`config.mk`:
```
export PLATFORM = sky130hd
export DESIGN_NAME = memory_writeback
export DESIGN_NICKNAME = d
export VERILOG_FILES = /design/src/rtl/memwb_pkg.sv /design/src/rtl/memory_writeback_load_align.sv /design/src/rtl/memory_writeback.sv
export SDC_FILE = /design/constraint.sdc
export NUM_CORES = 1
export LEC_CHECK = 0
export BUFFER_PORTS_ARGS = -buffer_cell sky130_fd_sc_hd__buf_2
export CORE_ASPECT_RATIO = 1.4
export CORE_MARGIN = 3
export CORE_UTILIZATION = 30
export DETAILED_ROUTE_END_ITERATION = 16
export PLACE_DENSITY_LB_ADDON = 0.25
export SLEW_MARGIN = 20
export SYNTH_ARGS = -nofsm -noshare
export SYNTH_HDL_FRONTEND = slang
export SYNTH_HIERARCHICAL = 1
export SYNTH_SLANG_ARGS = --single-unit
```
`constraint.sdc`:
```
create_clock -name clk -period 1.82 [get_ports clk]
set_input_delay 0.182 -clock clk [delete_from_list [all_inputs] [get_ports clk]]
set_output_delay 0.182 -clock clk [all_outputs]
set_load 0.01 [all_outputs]
```
`src/rtl/memwb_pkg.sv`:
```
// Shared types and constants for the memory/writeback stage.
package memwb_pkg;

  typedef enum logic [1:0] {
    S_IDLE,
    S_REQ,
    S_WAIT,
    S_WB
  } memwb_state_e;

  typedef enum logic [1:0] {
    SZ_BYTE,
    SZ_HALF,
    SZ_WORD
  } access_size_e;

  localparam logic [2:0] F3_LB  = 3'b000;
  localparam logic [2:0] F3_LH  = 3'b001;
  localparam logic [2:0] F3_LW  = 3'b010;
  localparam logic [2:0] F3_LBU = 3'b100;
  localparam logic [2:0] F3_LHU = 3'b101;
  localparam logic [2:0] F3_SB  = 3'b000;
  localparam logic [2:0] F3_SH  = 3'b001;
  localparam logic [2:0] F3_SW  = 3'b010;

  localparam logic [6:0] OPC_LOAD = 7'h03;

  function automatic logic is_load_opcode(input logic [6:0] opcode);
    return opcode == OPC_LOAD;
  endfunction

  // Stores only know SB/SH; loads also have the unsigned byte/half forms.
  // Anything unrecognised is treated as a full word.
  function automatic access_size_e access_size(input logic store, input logic [2:0] funct3);
    access_size_e sz;
    sz = SZ_WORD;
    if (store) begin
      if (funct3 == F3_SB)      sz = SZ_BYTE;
      else if (funct3 == F3_SH) sz = SZ_HALF;
    end else begin
      if (funct3 == F3_LB || funct3 == F3_LBU)      sz = SZ_BYTE;
      else if (funct3 == F3_LH || funct3 == F3_LHU) sz = SZ_HALF;
    end
    return sz;
  endfunction

endpackage

```
`src/rtl/memory_writeback_load_align.sv`:
```
// Load data lane extraction and sign/zero extension (combinational).
module load_align
  import memwb_pkg::*;
#(
  parameter int XLEN = 32
) (
  input  logic [XLEN-1:0] rdata,
  input  logic [1:0]      addr_lo,
  input  logic [2:0]      funct3,
  output logic [XLEN-1:0] data
);

  logic [7:0]  byte_sel;
  logic [15:0] half_sel;

  // Pick the addressed lane, then extend according to funct3.
  always_comb begin
    case (addr_lo)
      2'd0:    byte_sel = rdata[7:0];
      2'd1:    byte_sel = rdata[15:8];
      2'd2:    byte_sel = rdata[23:16];
      default: byte_sel = rdata[31:24];
    endcase
    half_sel = addr_lo[1] ? rdata[31:16] : rdata[15:0];
    case (funct3)
      F3_LB:   data = {{(XLEN-8){byte_sel[7]}}, byte_sel};
      F3_LBU:  data = {{(XLEN-8){1'b0}}, byte_sel};
      F3_LH:   data = {{(XLEN-16){half_sel[15]}}, half_sel};
      F3_LHU:  data = {{(XLEN-16){1'b0}}, half_sel};
      default: data = rdata;
    endcase
  end

endmodule

```
`src/rtl/memory_writeback.sv`:
```
// Memory/writeback stage: issues loads/stores on a req/gnt/rvalid data port
// and writes ALU results or aligned load data to the register file.
// Optional: define MEMWB_MISALIGN_CHECK_EN to drop misaligned accesses and
// pulse misalign_err instead of silently aligning the address.
module memory_writeback
  import memwb_pkg::*;
#(
  parameter int XLEN = 32
) (
  input  logic            clk,
  input  logic            rst,
  input  logic            ex_valid,
  output logic            ex_ready,
  input  logic            ex_s,
  input  logic            ex_i,
  input  logic            ex_load,
  input  logic [2:0]      ex_funct3,
  input  logic [4:0]      ex_rd,
  input  logic [XLEN-1:0] ex_mem_address,
  input  logic [XLEN-1:0] ex_result,
  output logic            dmem_req,
  output logic            dmem_we,
  output logic [XLEN-1:0] dmem_addr,
  output logic [XLEN-1:0] dmem_wdata,
  output logic [3:0]      dmem_wstrb,
  input  logic            dmem_gnt,
  input  logic            dmem_rvalid,
  input  logic [XLEN-1:0] dmem_rdata,
  output logic            rf_we,
  output logic [4:0]      rf_waddr,
  output logic [XLEN-1:0] rf_wdata,
  output logic            misalign_err
);

  memwb_state_e state_q, state_d;

  logic            store_q;
  logic [2:0]      f3_q;
  logic [4:0]      rd_q;
  logic [XLEN-1:0] addr_q;
  logic [XLEN-1:0] data_q;
  logic [XLEN-1:0] rf_wdata_q;
  logic [XLEN-1:0] load_data;
  access_size_e    size_q;

  logic xfer;
  logic is_mem_in;
  logic mis_in;

  assign xfer      = ex_valid && (state_q == S_IDLE);
  assign is_mem_in = ex_s | (ex_i & ex_load);

`ifdef MEMWB_MISALIGN_CHECK_EN
  access_size_e size_in;
  logic         misalign_q;

  assign size_in = access_size(ex_s, ex_funct3);
  assign mis_in  = is_mem_in &&
                   (((size_in == SZ_HALF) && ex_mem_address[0]) ||
                    ((size_in == SZ_WORD) && (ex_mem_address[1:0] != 2'b00)));

  // One-cycle pulse for an access dropped at the transfer.
  always_ff @(posedge clk) begin
    if (rst) misalign_q <= 1'b0;
    else     misalign_q <= xfer && mis_in;
  end

  assign misalign_err = misalign_q;
`else
  assign mis_in       = 1'b0;
  assign misalign_err = 1'b0;
`endif

  // State register.
  always_ff @(posedge clk) begin
    if (rst) state_q <= S_IDLE;
    else     state_q <= state_d;
  end

  // Next-state and handshake outputs.
  always_comb begin
    state_d  = state_q;
    ex_ready = 1'b0;
    dmem_req = 1'b0;
    dmem_we  = 1'b0;
    rf_we    = 1'b0;
    case (state_q)
      S_IDLE: begin
        ex_ready = 1'b1;
        if (ex_valid && !mis_in) state_d = is_mem_in ? S_REQ : S_WB;
      end
      S_REQ: begin
        dmem_req = 1'b1;
        dmem_we  = store_q;
        if (dmem_gnt) state_d = store_q ? S_IDLE : S_WAIT;
      end
      S_WAIT: begin
        if (dmem_rvalid) state_d = S_WB;
      end
      S_WB: begin
        rf_we   = (rd_q != '0);
        state_d = S_IDLE;
      end
      default: state_d = S_IDLE;
    endcase
  end

  // Capture the accepted instruction; register load data on rvalid.
  always_ff @(posedge clk) begin
    if (rst) begin
      store_q    <= 1'b0;
      f3_q       <= '0;
      rd_q       <= '0;
      addr_q     <= '0;
      data_q     <= '0;
      rf_wdata_q <= '0;
    end else begin
      if (xfer) begin
        store_q <= ex_s;
        f3_q    <= ex_funct3;
        rd_q    <= ex_rd;
        addr_q  <= ex_mem_address;
        data_q  <= ex_result;
        if (!is_mem_in) rf_wdata_q <= ex_result;
      end
      if (state_q == S_WAIT && dmem_rvalid) rf_wdata_q <= load_data;
    end
  end

  assign size_q = access_size(store_q, f3_q);

  // Request address, store lanes and byte enables from the captured access.
  always_comb begin
    dmem_wstrb = '0;
    dmem_wdata = '0;
    case (size_q)
      SZ_BYTE: dmem_addr = addr_q;
      SZ_HALF: dmem_addr = {addr_q[XLEN-1:1], 1'b0};
      default: dmem_addr = {addr_q[XLEN-1:2], 2'b00};
    endcase
    if (store_q) begin
      case (size_q)
        SZ_BYTE: begin
          dmem_wstrb = 4'b0001 << addr_q[1:0];
          dmem_wdata = {(XLEN/8){data_q[7:0]}};
        end
        SZ_HALF: begin
          dmem_wstrb = 4'b0011 << {addr_q[1], 1'b0};
          dmem_wdata = {(XLEN/16){data_q[15:0]}};
        end
        default: begin
          dmem_wstrb = 4'b1111;
          dmem_wdata = data_q;
        end
      endcase
    end
  end

  load_align #(.XLEN(XLEN)) u_load_align (
    .rdata   (dmem_rdata),
    .addr_lo (addr_q[1:0]),
    .funct3  (f3_q),
    .data    (load_data)
  );

  assign rf_waddr = rd_q;
  assign rf_wdata = rf_wdata_q;

endmodule

```
==> qor.yml, run 1 <==
hold_path_depth: 3
place.port_buffers: 220
p_per_area_mw_per_mm2: 825
max-slew-margin-rel_pct: 61.2
grt_antenna_before_repair: 0
cts_tree: "built"
status: "finished, final reports clean"
design.portCount: 222
initial_core_util_pct: 31.0
finalHoldViolCount: 0
fin_nets: 1080
rsz0062_at_grt: "yes"
num_vias: 6093
cp_cell_sequence: "buf_12 -> nor3_4 -> buf_6 -> mux2i_2 -> nor2b_1 -> buf_2"
area_growth_pct: 29.3
initialDrtViolationCount: 431
avgSynthCellArea_sq_um: 7.53
cp-end-kind: "primary output"
cts_inserted_buffers: 9
ant_nets: 0
cts-hold-fix-buffers: 0
dp_cells: 1192
ys_seq_area_share_pct: 36.5
drv_cap: 0
hp-class: "input pin to flip-flop"
seqCellArea_sq_mm: 0.00216
antenna_cells: 0
drive_gt1_share_pct: 32.2
finalMaxSlewViolations: 0
cts_buffer_depth: 2
clk_root_buffer_cell: "clkbuf_16"
critPathLaunchType: "flip-flop"
dieArea_sq_mm: 0.0213
path_class: "flip-flop to primary output"
r2r-end: "rf_wdata[3]"
gp_congestion: 0.914
critPathMaxFanout: 8
grt.overflow.total: 0
worst_slack_ns: 0.0430
post-route-drc-count: 0
netlist_instances: 779
die_h_um: 171
ys_warn_count: 6
coreArea_sq_mm: 0.0189
synth_seq_cells: 107
dr.pass1.iters: 5
viasPerCell: 5.01
ir_drop_uv: 436
asyncSetResetFlopFracSynth_pct: 0
multi_input_area_sq_mm: 0.00315
worstHoldEndpoint: "addr_q[17]"
cp.required_ns: 1.64
clkTransAtPathRegs_ns: 0.08
grt_util_all_layers_pct: 19.9
hold_start: "ex_mem_address[17]"
die_w_um: 124
synth-edff-count: 0
clock.fmax_mhz: 563
clock_sinks: 107
max_stage_delay_ns: 0.36
ff2ff_path_depth: 6
syn_nets: 891
post-route-period-util_pct: 97.6
routed_wl_mm: 22.0
r2r-start: "addr_q[0]"
tightest_slew_ns: 0.582
fin_worst_skew_ns: 0.0105
utilization_pct: 40.1
mappedNetlistArea_sq_mm: 0.00587
yosys.cell_types.count: 40
reg2reg_slack_ns: 0.08
cp_slowest_cell: "dfxtp_4"
setup_violations: 0
worstSkewPairLatency_ns: 0.35
dp.final_hpwl_mm: 17.1
post_drt_wl_per_cell_um: 18.1
rows: 59
fillers: 2057
grt_pass1_wl_mm: 32.5
cp.arrival_ns: 1.60
dp_slack_ns: 0.0835
cts_max_level: 3
synthFlopType: "dfxtp_1"
grt_pass1_vias: 5885
p_leak_nw: 3.47
grt_max_degree: 50
final_cells: 1217
fin_crit_ns: 1.78
[stage by stage]
stage	setup TNS, ns	total power, mW	hold slack, ns	cell area [sq um]
floorplan	0	3.71	0.318	5870
global placement	0	4.32	0.423	7160
detailed placement	0	4.33	0.428	7160
CTS	0	6.32	0.0383	7520
global route	-0.0861	6.60	0.0500	7590
finish	0	6.26	0.0555	7590
[layout make-up]
cell class | instances | share of cell area (%)
multi-input cells | 565 | 41.5
flip-flops and latches | 107 | 28.4
repair buffers | 273 | 21.7
well taps | 244 | 4.02
clock buffers | 9 | 2.97
clock inverters | 7 | 0.775
inverters | 12 | 0.594
[cell families (layout without fill, tap and decap cells)]
group	count (synthesis)	count (layout)	share of synthesized area, %
other	1	1	0.0639
DFF	107	107	36.5
and+or+nand+nor	351	351	24.7
buffers and inverters	107	301	10.6
muxes	27	27	6.72
AOI/OAI and AO/OA	186	186	21.4
[critical path: cells and delay by family, from the launching register on]
family / cells / cell delay, ns
flops: 1 / 0.36
mux: 1 / 0.25
buf+inv: 3 / 0.45
simple gates: 2 / 0.19
[registers in the layout (all words and copies together) (netlist names)]
name	flops
store_q	1
state_q	2
rf_waddr	5
rf_wdata	32
f3_q	3
addr_q	32
data_q	32
[metal layers]
layer	GRT usage [%]	up-vias	wire [um]
li1	-	2991	-
met1	23.4	2854	8780
met2	34.8	220	11000
met3	6.15	28	1830
met4	5.39	0	401
met5	0	-	0
[synth_stat cells, drive strengths merged (2+ instances only)]
cell	n	share of area, %
buf	72	8.4
o22ai	16	1.7
nor2b	20	2.1
o211a	8	1.4
a221oi	2	0.30
dfxtp	107	37
nor2	66	4.2
mux2i	18	3.1
o21ai	4	0.34
o221ai	7	1.5
mux2	2	0.51
clkbuf	23	1.5
mux4	7	3.1
inv	11	0.70
nand3b	2	0.26
a311oi	39	5.8
nand2b	3	0.32
nand2	244	16
and2	11	1.2
a21boi	10	1.3
a21oi	93	7.9
[cells in the final DEF, fill, tap and decap left out, types with 7 or more instances in the layout]
cell	count
dfxtp_1	102
nand2_1	243
mux4_1	7
and2_1	10
buf_2	219
clkbuf_16	9
a311oi_1	38
buf_4	41
a21oi_1	91
nor2_1	65
o211a_1	8
o22ai_1	16
inv_1	10
buf_12	11
nor2b_1	20
mux2i_1	16
[worst max path at each step]
stage              start        endpoint  depth (start not counted)
2_1_floorplan    f3_q[1]    rf_wdata[24]                          7
4_1_cts          f3_q[2]  dmem_wdata[29]                          4
6_report         f3_q[0]  dmem_wdata[12]                          6
5_1_grt          f3_q[0]  dmem_wdata[12]                          6
3_5_place_dp   addr_q[1]    rf_wdata[15]                          7
3_3_place_gp   addr_q[0]     rf_wdata[3]                          6
[power by group]
group          internal, mW  total [mW]  switching [mW]
Combinational         0.723        1.65           0.928
Sequential             2.53        2.67           0.143
Clock                 0.953        1.94           0.987
[what timing repair did]
action | CTS | global route
endpoints found under the setup margin | 26 | 28
resized for setup | 15 | 14
pin swaps | 2 | 1
buffers inserted | 5 | 4
Note: power is estimated with default switching activity, not from simulation.
==> run 2, diff against run 1 <==
Settings changed: ABC_AREA set to 1, SETUP_SLACK_MARGIN set to 0.15.
==> run 2 against run 1 <==
  * Non-clock buffer count fell by 20
  * Final cell count rose by 18%
  * First-iteration DRC count decreased by 9.7%
  * Clock-buffer cell count rose by 3
  * Fmax grew 4.2%
  * Via count rose by 9.3%
  * Synthesized cell count increased by 27%
  * Clock skew up 0.0019 ns
  * Core utilization increased by 1.1 points
  * Synthesized area grew 3.5%
  * Largest cell class unchanged
==> qor.yml, run 2 <==
critical-path-top-delay-family: "simple AND/OR/NAND/NOR gates"
ys_seq_area_share_pct: 35.3
asyncSetResetFlopFracSynth_pct: 0
post_drt_wl_per_cell_um: 15.9
final_cell_mix: "220 x nor2_1, 218 x buf_2, 191 x nand2_1"
ant_nets: 0
finalMaxSlewViolations: 0
coreArea_sq_mm: 0.0195
synth-edff-count: 0
cts_buffer_depth: 2
synthFlopType: "dfxtp_1"
initialDrtViolationCount: 389
p_per_area_mw_per_mm2: 976
critPathBufInv: 2
critPathLaunchType: "flip-flop"
cts_max_level: 3
synthTopCellsByArea: "dfxtp_1 35%, nor2_1 15%, nand2_1 13%, o21ai_0 8.3%, inv_1 6.5%"
grt_pass1_vias: 6225
crit_start: "store_q"
utilization_pct: 41.3
grt_util_all_layers_pct: 19.7
die_w_um: 126
post-route-drc-count: 0
design.portCount: 222
area_growth_pct: 32.6
yosys.area_share.simple_pct: 34.5
synth_fa_ha_area_share_pct: 0
clock.fmax_mhz: 586
hp-class: "input pin to flip-flop"
fin_crit_ns: 1.71
critPathMaxFanout: 7
synth_xor_area_share_pct: 0
ir_drop_uv: 501
r2r-start: "f3_q[1]"
synth.top_cell.area_share_pct: 35.3
cts-hold-fix-buffers: 0
clkTransAtPathRegs_ns: 0.07
layout_commonest_cell: "nor2_1"
place.port_buffers: 220
initial_core_util_pct: 31.1
num_vias: 6661
dp.final_hpwl_mm: 16.7
drive_gt1_share_pct: 30.7
synth_top_family_by_area: "simple AND/OR/NAND/NOR gates"
netlist_instances: 989
synthTopCellsByCount: "245 x nor2_1, 209 x nand2_1, 107 x dfxtp_1"
avgSynthCellArea_sq_um: 6.14
grt.overflow.total: 0
synth_compound_area_share_pct: 13.7
cp_cell_sequence: "nand2_4 -> nand2_8 -> nor2_4 -> buf_12 -> nand2_4 -> nand3_4 -> nor2_4 -> buf_6"
worst_hold_slack_ns: 0.0497
status: "finished, final reports clean"
dr.pass1.iters: 5
yosys.cell_types.count: 24
cts_inserted_buffers: 9
fin_nets: 1282
power.total_mw: 7.86
viasPerCell: 4.66
grt_antenna_before_repair: 8
setup_violations: 0
clock_sinks: 107
cp.arrival_ns: 1.52
worstSkewPairLatency_ns: 0.36
timing.setup.tns_ns: 0
synthMuxAreaShare_pct: 0
grt_pass1_wl_mm: 34.2
cp.required_ns: 1.64
mappedNetlistArea_sq_mm: 0.00607
path_class: "flip-flop to primary output"
cp_slowest_cell: "dfxtp_4"
hold_start: "rst"
die_h_um: 174
place_area_sq_mm: 0.00717
routed_wl_mm: 22.7
rows: 60
final_area_sq_mm: 0.00805
yosys.area.top_type: "dfxtp_1"
synth.most_common_cell: "nor2_1"
fin_worst_skew_ns: 0.0123
grt_max_degree: 81
finalHoldViolCount: 0
max_stage_delay_ns: 0.39
drv_cap: 0
syn_nets: 1101
ys_warn_count: 6
synth_seq_cells: 107
gp_congestion: 0.873
clk_root_buffer_cell: "clkbuf_16"
rsz0062_at_grt: "yes"
post-route-period-util_pct: 93.7
cts_tree: "built"
dieArea_sq_mm: 0.0220
p_leak_nw: 4.25
cp-end-kind: "primary output"
[run 2: cell types whose count changed after synthesis, sizes merged, moves of 16 or more]
cell / before / now
nor2: 66 / 248
nand3: 0 / 54
nor2b: 20 / 0
a311oi: 39 / 0
inv: 11 / 109
o21ai: 4 / 133
o22ai: 16 / 0
nand2: 244 / 214
a21oi: 93 / 29
mux2i: 18 / 0
[run 2: cells by family (layout without fill, tap and decap cells)]
family / count (synthesis) / count (layout)
AO/OA/AOI/OAI: 165 / 165
buffers and inverters: 196 / 377
flip-flops: 107 / 107
other: 1 / 9
AND/OR/NAND/NOR: 520 / 524
[run 2: what timing repair did]
action,CTS,global route
setup endpoints to repair,30,59
pin swaps,11,26
gates resized for setup,41,92
buffers inserted,3,1
cloned,2,4
[run 2: worst reg2reg max path: cells and delay by family, from the launching register on]
| family | cells | cell delay (ns) |
|---|---|---|
| flip-flops | 1 | 0.35 |
| buffers and inverters | 3 | 0.25 |
| AO/OA/AOI/OAI | 1 | 0.12 |
| AND/OR/NAND/NOR | 6 | 0.86 |
[run 2: metrics by stage]
step | instances | worst slack [ns]
2_1_floorplan | 989 | 0.344
3_3_place_gp | 1397 | 0.152
3_5_place_dp | 1397 | 0.120
4_1_cts | 1417 | 0.0905
5_1_grt | 1430 | 0.0611
6_report | 1430 | 0.114
[run 2: power by group]
group	internal (mW)	switching (mW)	leakage, nW
logic	1.15	1.89	3.23
registers	2.67	0.200	0.887
clock network	1.00	0.937	0.131
[run 2: per-layer routing]
layer  vias to the layer above  global-route usage, %  part of all wire, %
met5                         -                      0                    0
met3                        44                   3.14                  5.4
met2                       234                   32.9                   50
met1                      2986                   24.4                   42
met4                         0                   9.79                  2.7
li1                       3397                      -                    -
[run 2: cell type report]
type	count	area [sq um]
flip-flops and latches	107	2160
multi-input cells	690	3340
fillers	2157	11500
well taps	248	310
clock buffers	12	256
repair buffers	253	1520
clock inverters	3	23.8
inverters	109	425
diodes	8	20.0
[run 2: final timing paths]
check             slack [ns]  depth (start not counted)              to
setup / recovery        0.11                          8  dmem_wdata[27]
hold / removal          0.05                          2      state_q[1]
setup reg to reg        0.19                         10     rf_wdata[8]
hold reg to reg         0.48                          2       addr_q[9]
==> run 3, diff against run 2 <==
Settings changed: GPL_TIMING_DRIVEN set to 0.
==> run 3 against run 2 <==
  * Die area did not move
  * Global-route usage rose by 0.70 points
  * Sequential share of layout area fell by 1.3 points
  * Largest cell class unchanged
  * Largest power group unchanged
  * Highest routed layer unchanged
==> qor.yml, run 3 (synthesized netlist as in run 2, its figures left out) <==
grt.overflow.total: 0
grt_max_degree: 19
hp-class: "input pin to flip-flop"
crit_start: "store_q"
grt_antenna_before_repair: 5
area_growth_pct: 39.2
critPathMaxFanout: 5
post-route-drc-count: 0
tightest_slew_ns: 0.616
reg2reg_slack_ns: 0.19
post-route-period-util_pct: 98.1
max-slew-margin-rel_pct: 59.0
layout_commonest_cell: "buf_2"
fin_crit_ns: 1.79
setup_violations: 0
ff2ff_path_depth: 10
rows: 60
dieArea_sq_mm: 0.0220
ant_nets: 0
max_stage_delay_ns: 0.33
initialDrtViolationCount: 308
fin_nets: 1351
dp.final_hpwl_mm: 18.3
r2r-start: "addr_q[1]"
status: "finished, final reports clean"
cts_tree: "built"
drv_cap: 0
use_met3_pct: 3.35
r2r-end: "rf_wdata[27]"
timing.setup.tns_ns: 0
post_drt_wl_per_cell_um: 15.4
routed_wl_mm: 23.0
design.portCount: 222
worstSkewPairLatency_ns: 0.36
dr.pass1.iters: 4
finalMaxSlewViolations: 0
cp-endpoint: "dmem_wdata[20]"
fin_worst_skew_ns: 0.0144
hold_start: "ex_mem_address[19]"
grt_pass1_wl_mm: 35.5
cp-end-kind: "primary output"
gp_congestion: 0.922
clock_sinks: 107
coreArea_sq_mm: 0.0195
clk_root_buffer_cell: "clkbuf_16"
cp.required_ns: 1.64
critPathLaunchType: "flip-flop"
cts_buffer_depth: 2
worst_hold_slack_ns: 0.0614
final_cell_mix: "230 x buf_2, 229 x nor2_1, 201 x nand2_1"
die_h_um: 174
rsz0062_at_grt: "yes"
clkTransAtPathRegs_ns: 0.08
cts_max_level: 3
p_per_area_mw_per_mm2: 951
busiest_layer: "met2"
num_vias: 6765
finalHoldViolCount: 0
path_common_cell: "buf_6"
cp_slowest_cell: "dfxtp_2"
p_leak_nw: 4.56
grt.met1_usage_pct: 24.1
met2_usage_pct: 36.9
initial_core_util_pct: 31.1
viasPerCell: 4.52
cp.arrival_ns: 1.60
grt_util_all_layers_pct: 20.4
hold_path_depth: 3
die_w_um: 126
place.port_buffers: 220
drive_gt1_share_pct: 35.0
path_class: "flip-flop to primary output"
ir_drop_uv: 405
grt_pass1_vias: 6583
cp_cell_sequence: "buf_6 -> nand2_4 -> nand2_8 -> inv_6 -> buf_6 -> o21ai_1 -> a21oi_2 -> buf_2"
cts_inserted_buffers: 9
clock.fmax_mhz: 560
## run 3: how the worst min path moves through the flow
stage | slack, ns | to
2_1_floorplan | 0.25 | state_q[1]
3_3_place_gp | 0.38 | state_q[1]
3_5_place_dp | 0.38 | state_q[1]
4_1_cts | 0.05 | addr_q[19]
5_1_grt | 0.07 | addr_q[6]
6_report | 0.06 | addr_q[19]
## run 3: where the power goes
group | internal, mW | switching (mW) | leakage, nW | total (mW)
clock | 0.944 | 0.977 | 0.130 | 1.92
combinational | 1.31 | 1.93 | 3.55 | 3.24
sequential | 2.67 | 0.208 | 0.887 | 2.88
total | 4.93 | 3.11 | 4.56 | 8.04
## run 3: cell type report
class	instances	area, sq um
clock buffer	10	229
sequential	107	2160
tap	248	310
buffer	87	652
timing repair buffer	239	1290
clock inverter	6	46.3
multi-input combinational	686	3330
inverter	109	422
antenna	5	12.5
fill	2230	11100
## run 3: timing repair
| action | CTS | global route |
|---|---|---|
| setup endpoints to repair | 70 | 57 |
| endpoints found under the hold margin | 2 | 0 |
| hold buffers | 1 | 0 |
| gates cloned | 2 | 1 |
| buffers inserted | 5 | 10 |
| resized for setup | 80 | 84 |
| pin swaps | 18 | 59 |
## run 3: worst max-delay path: cells and delay by family, from the launching register on
family	cells	cell delay, ns
buffers and inverters	4	0.52
DFF	1	0.33
AOI/OAI and AO/OA	2	0.23
and+or+nand+nor	2	0.17
## run 3: stage by stage
stage	total power [mW]	worst slack (ns)	util, %	cells	area (sq um)
5_1_grt	8.60	-0.0659	43.3	1497	8460
3_5_place_dp	5.69	-0.0883	38.3	1457	7480
4_1_cts	7.84	0.0409	41.3	1481	8060
2_1_floorplan	4.72	0.344	-	989	6070
3_3_place_gp	5.67	-0.108	38.3	1457	7480
6_report	8.04	0.0343	43.3	1497	8460
## run 3: layer usage
metal | vias to the layer above | wire length (um)
met5 | - | 0
met4 | 0 | 573
met3 | 31 | 1060
met2 | 171 | 11900
met1 | 3031 | 9510
li1 | 3532 | -
